**config.mk**
```make
export PLATFORM = sky130hd
export DESIGN_NAME = sha256_msg_sched_flat
export DESIGN_NICKNAME = d
export VERILOG_FILES = /design/src/rtl/sha256_msg_sched_if.sv /design/src/rtl/sha256_msg_sched.sv /design/src/flat_wrapper.sv
export SDC_FILE = /design/constraint.sdc
export NUM_CORES = 1
export LEC_CHECK = 0
export CORE_ASPECT_RATIO = 1.1
export CORE_MARGIN = 2
export CORE_UTILIZATION = 60
export DETAILED_ROUTE_END_ITERATION = 6
export PLACE_DENSITY = 0.82
export SETUP_SLACK_MARGIN = 0.15
export SYNTH_ARGS = -nofsm -noshare
export SYNTH_HDL_FRONTEND = slang
export SYNTH_SLANG_ARGS = --single-unit
```
**constraint.sdc**
```tcl
create_clock -name clk -period 6.8 [get_ports clk]
set_input_delay 1.36 -clock clk [delete_from_list [all_inputs] [get_ports clk]]
set_output_delay 1.36 -clock clk [all_outputs]
set_load 0.005 [all_outputs]
```
**src/rtl/sha256_msg_sched_if.sv**
```systemverilog
// rtl/sha256_msg_sched_if.sv - handshake/status bundle between host, scheduler and compression stage
//
// Signals:
//   start_in        host -> scheduler  one-cycle block start request
//   word_in         host -> scheduler  message word (word 0 first)
//   word_valid_in   host -> scheduler  word_in valid
//   word_ready_out  scheduler -> host  scheduler accepts a word this cycle
//   mc_start_out    scheduler -> comp  load-initial-hash strobe
//   w_out           scheduler -> comp  schedule word W_t
//   round_out       scheduler -> comp  round index t
//   state_out       scheduler -> comp  00 idle/init, 01 round 0..62, 10 round 63, 11 hold
//   done_out        scheduler -> comp  one-cycle pulse after round 63
// Modports: slave = scheduler side, master = host/driver side.

interface sha256_msg_sched_if #(
    parameter int DATA_WIDTH = 32
);
    logic                  start_in;
    logic [DATA_WIDTH-1:0] word_in;
    logic                  word_valid_in;
    logic                  word_ready_out;
    logic                  mc_start_out;
    logic [DATA_WIDTH-1:0] w_out;
    logic [5:0]            round_out;
    logic [1:0]            state_out;
    logic                  done_out;

    modport slave (
        input  start_in,
        input  word_in,
        input  word_valid_in,
        output word_ready_out,
        output mc_start_out,
        output w_out,
        output round_out,
        output state_out,
        output done_out
    );

    modport master (
        output start_in,
        output word_in,
        output word_valid_in,
        input  word_ready_out,
        input  mc_start_out,
        input  w_out,
        input  round_out,
        input  state_out,
        input  done_out
    );
endinterface

```
**src/rtl/sha256_msg_sched.sv**
```systemverilog
// rtl/sha256_msg_sched.sv - SHA-256 message scheduler streaming W0..W63 to the compression stage
//
// Ports:
//   clk   system clock, rising edge
//   rst   synchronous active-high reset
//   bus   sha256_msg_sched_if.slave (start/word handshake in, schedule/status out)
// Optional feature: define SHA256_MSG_BYTESWAP_EN to byte-reverse each accepted
// word before storage (little-endian hosts). Default build stores words unchanged.
// All outputs are decoded from registered state only.

module sha256_msg_sched #(
    parameter int DATA_WIDTH = 32
) (
    input  logic                   clk,
    input  logic                   rst,
    sha256_msg_sched_if.slave      bus
);

    typedef enum logic [2:0] {
        S_IDLE = 3'd0,
        S_LOAD = 3'd1,
        S_INIT = 3'd2,
        S_RUN  = 3'd3,
        S_DONE = 3'd4
    } state_t;

    state_t                r_state;
    state_t                w_state_nxt;
    logic [3:0]            r_cnt;
    logic [5:0]            r_round;
    logic [DATA_WIDTH-1:0] r_win [16];

    logic                  w_accept;
    logic [DATA_WIDTH-1:0] w_word_store;
    logic [DATA_WIDTH-1:0] w_new_word;

    function automatic logic [DATA_WIDTH-1:0] rotr(input logic [DATA_WIDTH-1:0] x,
                                                   input int unsigned n);
        return (x >> n) | (x << (DATA_WIDTH - n));
    endfunction

    function automatic logic [DATA_WIDTH-1:0] sig0(input logic [DATA_WIDTH-1:0] x);
        return rotr(x, 7) ^ rotr(x, 18) ^ (x >> 3);
    endfunction

    function automatic logic [DATA_WIDTH-1:0] sig1(input logic [DATA_WIDTH-1:0] x);
        return rotr(x, 17) ^ rotr(x, 19) ^ (x >> 10);
    endfunction

    // Ready is a pure state decode, so accept never depends combinationally on an output.
    assign w_accept = (r_state == S_LOAD) && bus.word_valid_in;

`ifdef SHA256_MSG_BYTESWAP_EN
    assign w_word_store = {bus.word_in[7:0], bus.word_in[15:8],
                           bus.word_in[23:16], bus.word_in[31:24]};
`else
    assign w_word_store = bus.word_in;
`endif

    // Slot 0 holds W_t, so W_{t+16} needs slots 14, 9, 1 and 0.
    assign w_new_word = sig1(r_win[14]) + r_win[9] + sig0(r_win[1]) + r_win[0];

    always_ff @(posedge clk) begin
        if (rst) begin
            r_state <= S_IDLE;
        end else begin
            r_state <= w_state_nxt;
        end
    end

    always_comb begin
        w_state_nxt = r_state;
        case (r_state)
            S_IDLE: begin
                if (bus.start_in) begin
                    w_state_nxt = S_LOAD;
                end
            end
            S_LOAD: begin
                if (w_accept && (r_cnt == 4'd15)) begin
                    w_state_nxt = S_INIT;
                end
            end
            S_INIT: begin
                w_state_nxt = S_RUN;
            end
            S_RUN: begin
                if (r_round == 6'd63) begin
                    w_state_nxt = S_DONE;
                end
            end
            S_DONE: begin
                w_state_nxt = S_IDLE;
            end
            default: begin
                w_state_nxt = S_IDLE;
            end
        endcase
    end

    always_ff @(posedge clk) begin
        if (rst) begin
            r_cnt   <= 4'd0;
            r_round <= 6'd0;
            for (int i = 0; i < 16; i++) begin
                r_win[i] <= '0;
            end
        end else begin
            case (r_state)
                S_IDLE: begin
                    if (bus.start_in) begin
                        r_cnt <= 4'd0;
                    end
                end
                S_LOAD: begin
                    if (w_accept) begin
                        r_win[r_cnt] <= w_word_store;
                        r_cnt        <= r_cnt + 4'd1;
                    end
                end
                S_INIT: begin
                    r_round <= 6'd0;
                end
                S_RUN: begin
                    for (int i = 0; i < 15; i++) begin
                        r_win[i] <= r_win[i+1];
                    end
                    r_win[15] <= w_new_word;
                    // Wraps to 0 after round 63, leaving the counter clean for the next block.
                    r_round   <= r_round + 6'd1;
                end
                default: begin
                end
            endcase
        end
    end

    assign bus.word_ready_out = (r_state == S_LOAD);
    assign bus.mc_start_out   = (r_state == S_INIT);
    assign bus.done_out       = (r_state == S_DONE);
    assign bus.w_out          = (r_state == S_RUN) ? r_win[0] : '0;
    assign bus.round_out      = (r_state == S_RUN) ? r_round : 6'd0;

    always_comb begin
        bus.state_out = 2'b00;
        case (r_state)
            S_RUN:   bus.state_out = (r_round == 6'd63) ? 2'b10 : 2'b01;
            S_DONE:  bus.state_out = 2'b11;
            default: bus.state_out = 2'b00;
        endcase
    end

endmodule

```
**src/flat_wrapper.sv**
```systemverilog
// flat-port wrapper written by rule: the top's interface ports become plain ports
module sha256_msg_sched_flat 
#(
    parameter int DATA_WIDTH = 32
)
  (clk, rst, bus_start_in, bus_word_in, bus_word_valid_in, bus_word_ready_out, bus_mc_start_out, bus_w_out, bus_round_out, bus_state_out, bus_done_out);
  sha256_msg_sched_if #(.DATA_WIDTH(DATA_WIDTH)) bus_i ();
  input  logic clk;
  input  logic rst;
  input wire logic [$bits(bus_i.start_in)-1:0] bus_start_in;
  input wire logic [$bits(bus_i.word_in)-1:0] bus_word_in;
  input wire logic [$bits(bus_i.word_valid_in)-1:0] bus_word_valid_in;
  output wire logic [$bits(bus_i.word_ready_out)-1:0] bus_word_ready_out;
  output wire logic [$bits(bus_i.mc_start_out)-1:0] bus_mc_start_out;
  output wire logic [$bits(bus_i.w_out)-1:0] bus_w_out;
  output wire logic [$bits(bus_i.round_out)-1:0] bus_round_out;
  output wire logic [$bits(bus_i.state_out)-1:0] bus_state_out;
  output wire logic [$bits(bus_i.done_out)-1:0] bus_done_out;
  assign bus_i.start_in = bus_start_in;
  assign bus_i.word_in = bus_word_in;
  assign bus_i.word_valid_in = bus_word_valid_in;
  assign bus_word_ready_out = bus_i.word_ready_out;
  assign bus_mc_start_out = bus_i.mc_start_out;
  assign bus_w_out = bus_i.w_out;
  assign bus_round_out = bus_i.round_out;
  assign bus_state_out = bus_i.state_out;
  assign bus_done_out = bus_i.done_out;
  sha256_msg_sched #(.DATA_WIDTH(DATA_WIDTH)) u_core (.clk(clk), .rst(rst), .bus(bus_i));
endmodule
```
# ---- Yosys cells after proc, flatten, opt, wreduce, memory -nomap -nowiden
# Memory sizes are Yosys's and may differ from the RTL's.
# Cells that the tools add are included.
dict set report classes {
  addsub 5
  n_eq_ne 10
  muxes 40
  n_bitwise 24
  reduce_logical 8
}
# operator n
set ops {}
lappend ops {{$mux 32} 18}
lappend ops {{$add 32x32->32} 3}
lappend ops {{$xor 32x32->32} 2}
lappend ops {{$or 13x32->32} 1}
lappend ops {{$or 14x32->32} 1}
lappend ops {{$or 15x32->32} 1}
lappend ops {{$or 25x32->32} 1}
lappend ops {{$reduce_or 32->1} 1}
lappend ops {{$xor 32x22->32} 1}
lappend ops {{$xor 32x29->32} 1}
lappend ops {{$or 1x1->1} 16}
lappend ops {{$mux 4} 3}
lappend ops {{$pmux 3 s4} 1}
lappend ops {{$pmux 6 s2} 1}
lappend ops {{$mux 1} 10}
lappend ops {{$mux 3} 3}
lappend ops {{$pmux 4 s2} 1}
lappend ops {{$add 6x1->6 const B} 1}
lappend ops {{$eq 3x2->1 const B} 2}
lappend ops {{$eq 6x6->1 const B} 1}
lappend ops {{$mux 6} 1}
lappend ops {{$reduce_and 3->1} 2}
lappend ops {{$add 4x1->4 const B} 1}
lappend ops {{$eq 4x4->1 const B} 1}
lappend ops {{9 further kinds} 13}
dict set report word_totals {
  reg_bits 13
  mem_bits_rw 512
  output_inout_bits 43
  word_cells 91
  n_memories 1
}
# memory words width read_ports rd_clocked_by_memory_dff write_ports line_no
set mem_list {}
lappend mem_list {u_core.r_win 16 32 16 0 16 sha256_msg_sched.sv:31} ;# logic [DATA_WIDTH-1:0] r_win [16];

# ---- Longest topological paths before layout
# Gate-level depths: netlist of the first run.
dict set report depth {
  ltp_word 8
  mapped_depth 16
  depth_no_buf 16
}

# ---- Worst setup path after synthesis of the first run
# Ideal clock, no wire load.
dict set report synth_path {
  kind {input to register}
  start {in rst}
  end {mem u_core.r_win[13][0] (enable)}
  setup_time_ps 466
  t_arrival_ps 4141
  required_ps 6334
  path_slack_ps 2194
  path_stages 3
  path_cell_list {and3b_2 nand2_2 o21ai_0}
}
# item line_no
set synth_rtl {}
lappend synth_rtl {{start, declared} flat_wrapper.sv:9} ;# input logic rst;
lappend synth_rtl {{end, declared} sha256_msg_sched.sv:31}

# ---- Worst setup path in the final report of the first run
dict set report layout_path {
  start {reg u_core.r_state[1]}
  end {out bus_state_out[1]}
}
dict set report layout_between {
  elab_chain_cells 2
  elab_cells_between_ends 3
  classes_between {eq/ne (2); mux (1)}
}
# item line_no
set layout_rtl {}
lappend layout_rtl {{start, declared} sha256_msg_sched.sv:27} ;# state_t r_state;
lappend layout_rtl {{start signal, assigned} sha256_msg_sched.sv:67} ;# r_state <= w_state_nxt;
lappend layout_rtl {{$eq 3x3->1 or $eq 3x2->1 (tied branches)} sha256_msg_sched.sv:146} ;# case (r_state)
lappend layout_rtl {{$pmux 2 s2 (*)} sha256_msg_sched.sv:146}
lappend layout_rtl {{end, declared} flat_wrapper.sv:17} ;# output wire logic [$bits(bus_i.state_out)-1:0] bus_state_out;
# Mark *: on every way between the ends. The rest lies on a longest branch, timed or not.

==> results of run 1 <==
[metal layers]
| layer | wire length [um] | share of wire (%) |
|---|---|---|
| met1 | 33200 | 39 |
| met2 | 39700 | 46 |
| met3 | 7490 | 8.7 |
| met4 | 5280 | 6.2 |
| met5 | 0 | 0 |
[per-stage QoR]
stage               setup slack [ps]  total power, mW  hold WS, ps
detailed placement              2320             7.81          493
global placement                2400             7.82          470
floorplan                       2190             6.63          458
global route                    1820             11.1          535
CTS                             2060             10.5          502
finish                          2060             10.6          507
[power groups by stage]
stage / Sequential, mW / Clock, mW / Combinational [mW]
after CTS: 4.10 / 2.73 / 3.68
after global routing: 4.12 / 2.85 / 4.10
after floorplan: 4.08 / 0 / 2.55
after detailed placement: 4.17 / 0 / 3.65
final: 4.11 / 2.72 / 3.75
after global placement: 4.16 / 0 / 3.66
[cell type report]
| type | count | area (sq um) |
|---|---|---|
| multi-input combinational | 1453 | 10600 |
| sequential | 525 | 15600 |
| clock inverter | 25 | 200 |
| clock buffer | 65 | 1350 |
| inverter | 153 | 574 |
| fill | 3307 | 15300 |
| tap | 588 | 736 |
| timing repair buffer | 119 | 1100 |
[state kept, by name, summed over array words and instances (netlist names)]
register / count
u_core.r_cnt: 4
u_core.r_round: 6
u_core.r_state: 3
u_core.r_win: 512
[worst max-delay path, stage by stage (launching register included)]
cell             delay (ps)
dfxtp_1                 510
and2b_1                 510
nand2_1                 810
o21ai_0                 380
clkdlybuf4s50_1         550
[synth_stat cells (5+ instances only)]
| cell type | count | area (sq um) |
|---|---|---|
| xnor2_1 | 112 | 981 |
| dfxtp_1 | 13 | 260 |
| nand3_1 | 13 | 65.1 |
| a22oi_1 | 6 | 45.0 |
| o21ai_1 | 16 | 80.1 |
| and3_1 | 17 | 106 |
| or3_1 | 5 | 31.3 |
| clkbuf_1 | 81 | 304 |
| nor2_1 | 69 | 259 |
| nor2_4 | 5 | 56.3 |
| buf_1 | 34 | 128 |
| buf_2 | 85 | 425 |
| a21o_1 | 9 | 67.6 |
| xor2_1 | 26 | 228 |
| inv_1 | 153 | 574 |
| o21a_1 | 5 | 37.5 |
| a21oi_1 | 54 | 270 |
| a22o_1 | 321 | 2810 |
| nand4_1 | 6 | 37.5 |
| a211oi_1 | 7 | 52.6 |
| nand2b_1 | 175 | 1090 |
| fa_1 | 62 | 1240 |
| ha_1 | 36 | 450 |
| edfxtp_1 | 512 | 15400 |
| o21ai_0 | 192 | 961 |
| nand2_1 | 228 | 856 |
| nor3_1 | 12 | 60.1 |
| mux2i_1 | 8 | 80.1 |
[cell families after synthesis]
logic type	share of synthesized area (%)
AO/OA/AOI/OAI	16.7
XOR/XNOR	4.38
adder cells (fa/ha/maj)	6.13
buffers and inverters	5.41
flip-flops	56.7
multiplexers	0.290
AND/OR/NAND/NOR	10.4
[path summary, 6_finish.rpt]
path	startpoint	endpoint	slack, ps	depth (start not counted)
worst min-delay path	u_core.r_round[1]	u_core.r_round[1]	510	2
worst min register to register	u_core.r_round[1]	u_core.r_round[1]	510	2
worst max register to register	u_core.r_win[1][4]	u_core.r_win[15][29]	2210	16
worst max-delay path	u_core.r_state[1]	bus_state_out[1]	2060	4
==> impl_metrics.py, run 1 <==
metrics = {
    "placed_design": {
        "dpl_cell_area_sq_um": 28600,
        "final_hpwl_dp_um": 56900,
        "routability_congestion_estimate_from_global_placement": 0.998,
        "io_buffer_count": 78,
        "post-place-cells": 2838,
    },
    "timing": {
        "tightest_slew_ps": 1370,
        "timing.final.crit_share_pct": 69.7,
        "timing.fmax_mhz": 211,
        "final_hold_viol_count": 0,
        "final_max_slew_viol_count": 0,
        "unrepaired_setup_endpoints_after_global_routing": "false",
        "clock_skew_ps": 40.5,
        "fin_tns_setup_ps": 0,
        "finalWorstPathRequiredPeriod_ps": 4740,
        "slew_headroom_pct": 8.35,
        "setup-violations-final": 0,
    },
    "clocking": {
        "cts_tree": "yes",
        "clock_latency_ps": 630,
        "cts_post_setup_buffers_inserted": 0,
        "holdBufCountCts": 0,
        "cts_max_path_buffers": 3,
        "cts-htree-levels": 2,
        "clk_pin_slew_ps": 60,
        "cts_made_buffers": 52,
        "cts_root_buf": "clkbuf_16",
        "cts_resized": 0,
        "cts.sink_count": 525,
    },
    "worst_setup_path": {
        "wp_data_required_ps": 5440,
        "worstSetupStartpointType": "flip-flop",
        "critical_path.endpoint_type": "primary output",
        "timing_worst_setup_path_type": "flip-flop to primary output",
        "worst-endpoint-arrival_ps": 3380,
        "crit_path_max_fanout": 32,
    },
    "drt": {
        "drt-vias-per-instance": 6.61,
        "routedWlPerCell_um": 29.2,
        "detail-route-antenna-nets": 0,
        "postRouteWirelength_um": 85600,
        "dr.first_iter.drc_count": 2737,
        "drt_first_pass_iters": 6,
        "detailroute.via_count": 19400,
        "drc_errors": 0,
    },
    "global_routing": {
        "groute.layer.met2.usage_pct": 56.3,
        "grt-ovfl-total": 0,
        "global_routing_met3_resource_utilization_pct": 5.33,
        "grt_max_degree": 172,
        "grt-busiest-layer": "met2",
        "grt_use_met1_pct": 49.6,
        "antenna_violations_before_repair": 0,
        "gr-usage-all-layers_pct": 35.9,
        "global_route_wire_length_before_repair_um": 124000,
        "via_count_of_the_first_global_routing_pass": 18100,
    },
    "synth": {
        "synth_flop_cell": "edfxtp_1",
        "synth-async-reset-ratio_pct": 0,
        "syn_avg_cell_area_sq_um": 11.8,
        "synth.lib_cells_used.distinct": 68,
        "yosys_synthesis_warning_count": 0,
        "syn_nets": 2474,
        "number_of_synthesized_flops_with_an_enable_pin": 512,
        "postSynthRegisterBits": 525,
        "syn-instance-count": 2340,
        "seq_area_frac_synth_pct": 56.7,
        "syn-cell-area_sq_um": 27600,
    },
    "layout": {
        "layout.nets": 2438,
        "most-common-layout-cells": "512 x edfxtp_1, 321 x a22o_1, 228 x nand2_1",
        "drive_above_1_share_pct": 6.32,
        "finish.utilization_pct": 66.4,
        "final_cells": 2928,
        "antennaDiodeCount": 0,
        "area_growth_syn_to_layout_pct": 9.44,
        "layout.cells.most_common": "edfxtp_1",
        "finalInstanceArea_sq_um": 30200,
    },
    "power_and_ir_drop": {
        "share_clk_of_total_power_pct": 25.7,
        "switchingPower_mw": 3.85,
        "share_comb_of_total_power_pct": 35.5,
        "leakage_nw": 11.0,
        "p_per_cell_area_nw_per_um2": 350,
        "internal_power_mw": 6.73,
        "power.share.switching_pct": 36.4,
        "vdd_drop_max_uv": 250,
        "seq_power_share_pct": 38.8,
    },
    "floorplan": {
        "row_count": 82,
        "die_y_um": 229,
        "core_area_sq_um": 45500,
        "design.portCount": 79,
        "die_w_um": 208,
        "die_outline_area_sq_um": 47700,
        "initial_core_util_pct": 60.7,
    },
    "flow_run": {
        "drv.max_cap_violation_count": 0,
    },
    "outcome": {
        "run_status": "complete, no violations",
    },
    "min_path": {
        "worstHoldPathType": "flip-flop to flip-flop",
    },
}
(Power assumes the default switching activity.)
==> inputs of run 2 (changes only) <==
- clock period: 6.8 -> 4.5 ns (I/O delays scaled with it)
==> impl_metrics.py, run 2 (synthesis gave the netlist of run 1 again) <==
metrics = {
    "timing": {
        "final_max_slew_viol_count": 17,
        "final_hold_viol_count": 0,
        "unrepaired_setup_endpoints_after_global_routing": "true",
        "clock_skew_ps": 33.6,
        "finalWorstPathRequiredPeriod_ps": 4300,
        "setup-violations-final": 0,
        "slew_headroom_pct": -2.84,
        "timing.fmax_mhz": 232,
        "tightest_slew_ps": 1540,
        "timing.final.crit_share_pct": 95.6,
        "fin_tns_setup_ps": 0,
        "final.setup.worst_slack_ps": 199,
        "holdWs_ps": 498,
    },
    "clocking": {
        "cts_made_buffers": 52,
        "cts-htree-levels": 2,
        "clock_latency_ps": 630,
        "cts.sink_count": 525,
        "cts_root_buf": "clkbuf_16",
        "cts_tree": "yes",
        "holdBufCountCts": 0,
        "clk_pin_slew_ps": 70,
        "cts_max_path_buffers": 3,
    },
    "global_routing": {
        "grt_use_met1_pct": 51.1,
        "global_routing_met3_resource_utilization_pct": 6.92,
        "global_route_wire_length_before_repair_um": 129000,
        "groute.layer.met2.usage_pct": 58.6,
        "gr-usage-all-layers_pct": 37.7,
        "grt_max_degree": 154,
        "antenna_violations_before_repair": 2,
        "grt-busiest-layer": "met2",
        "grt-ovfl-total": 0,
        "via_count_of_the_first_global_routing_pass": 18900,
    },
    "floorplan": {
        "die_y_um": 229,
        "die_outline_area_sq_um": 47700,
        "design.portCount": 79,
        "initial_core_util_pct": 60.7,
        "core_area_sq_um": 45500,
        "die_w_um": 208,
        "row_count": 82,
    },
    "layout": {
        "layout.nets": 2503,
        "finalInstanceArea_sq_um": 31300,
        "top_register": "u_core.r_win",
        "fillCellCount": 3206,
        "area_growth_syn_to_layout_pct": 13.6,
        "top_flop_regs": "u_core.r_win x512, u_core.r_round x6, u_core.r_cnt x4",
        "largest_register_ffs": 512,
        "layout.cells.most_common": "edfxtp_1",
        "antennaDiodeCount": 0,
        "area_taken_by_flip_flops_and_latches_sq_um": 15600,
        "drive_above_1_share_pct": 11.7,
        "most-common-layout-cells": "512 x edfxtp_1, 321 x a22o_1, 226 x nand2_1",
        "multi_input_comb_area_sq_um": 11000,
        "finish.utilization_pct": 69.0,
    },
    "worst_setup_path": {
        "wp_data_required_ps": 4850,
        "worst-endpoint-arrival_ps": 4650,
        "timing_worst_setup_path_type": "flip-flop to flip-flop",
        "critical_path.endpoint_type": "flip-flop",
        "worstSetupStartpointType": "flip-flop",
        "crit_path_max_fanout": 6,
    },
    "flow_run": {
        "drv.max_cap_violation_count": 1,
    },
    "drt": {
        "detail-route-antenna-nets": 0,
        "drc_errors": 0,
        "detailroute.via_count": 19800,
        "routedWlPerCell_um": 29.9,
        "dr.first_iter.drc_count": 2929,
        "drt_first_pass_iters": 6,
        "postRouteWirelength_um": 89600,
        "drt-vias-per-instance": 6.60,
    },
    "power_and_ir_drop": {
        "switchingPower_mw": 6.20,
        "p_per_cell_area_nw_per_um2": 552,
        "vdd_drop_max_uv": 565,
        "internal_power_mw": 11.1,
        "leakage_nw": 11.6,
        "share_comb_of_total_power_pct": 37.0,
        "seq_power_share_pct": 35.7,
        "power.share.switching_pct": 35.8,
        "share_clk_of_total_power_pct": 27.2,
    },
    "placed_design": {
        "dpl_cell_area_sq_um": 29000,
        "place_worst_setup_slack_ps": 122,
        "io_buffer_count": 78,
        "routability_congestion_estimate_from_global_placement": 0.977,
        "final_hpwl_dp_um": 59400,
    },
    "outcome": {
        "run_status": "finished with violations",
        "violations_in_the_final_reports": "max-capacitance violations, max-slew violations",
    },
    "min_path": {
        "worstHoldPathType": "flip-flop to flip-flop",
    },
}
==> run 2: cell types whose count changed in the layout (fill, tap and decap cells not counted), moves of 8 or more <==
cell / delta
buf_4: +61
xnor2_2: +24
a21oi_1: -8
ha_1: -9
bufinv_16: +10
xnor2_1: -24
==> run 2: layout make-up <==
type | instances | share of cell area, %
sequential | 525 | 49.9
multi-input combinational | 1453 | 35.0
timing repair buffer | 184 | 5.19
clock buffer | 60 | 4.25
tap | 588 | 2.35
inverter | 153 | 1.83
clock inverter | 35 | 1.55
==> run 2: power groups by stage <==
stage               clock (mW)  sequential, mW  combinational, mW
floorplan                    0            6.16               3.86
global placement             0            6.27               5.77
detailed placement           0            6.28               5.74
CTS                       4.71            6.18               5.82
global route              4.89            6.21               6.92
finish                    4.71            6.19               6.41
==> run 2: worst paths after layout <==
kind                 startpoint                   end  slack [ps]  depth (start not counted)
max          u_core.r_win[1][7]  u_core.r_win[15][31]         200                         17
min           u_core.r_round[1]     u_core.r_round[1]         500                          2
max reg2reg  u_core.r_win[1][7]  u_core.r_win[15][31]         200                         17
min reg2reg   u_core.r_round[1]     u_core.r_round[1]         500                          2
==> run 2: critical path, stage by stage, from the launching register on <==
cell and delay, ps:
edfxtp_1 450, buf_4 190, buf_4 130, xnor2_2 140
xnor2_2 230, fa_1 540, inv_1 60, fa_1 490
inv_1 50, ha_1 410, nand2_1 180, nor4_4 300
buf_4 180, nor3_1 40, a21oi_1 200, o31ai_2 100
xnor2_1 140, a22o_1 200
==> run 2: per-layer routing <==
metal | vias to the layer above | share of wire (%)
met5 | - | 0
met4 | 0 | 6.1
met3 | 230 | 11
met2 | 1272 | 46
met1 | 9804 | 38
li1 | 8470 | -
==> run 2: what timing repair did <==
action,CTS,global route
resized for setup,5,69
setup buffers,0,20
pin swaps,0,14
setup endpoints to repair,3,19
==> run 2: per-stage QoR <==
| stage | std cells | total power [mW] |
|---|---|---|
| floorplan | 2340 | 10.0 |
| global placement | 2883 | 12.0 |
| detailed placement | 2883 | 12.0 |
| CTS | 2978 | 16.7 |
| global route | 2998 | 18.0 |
| finish | 2998 | 17.3 |
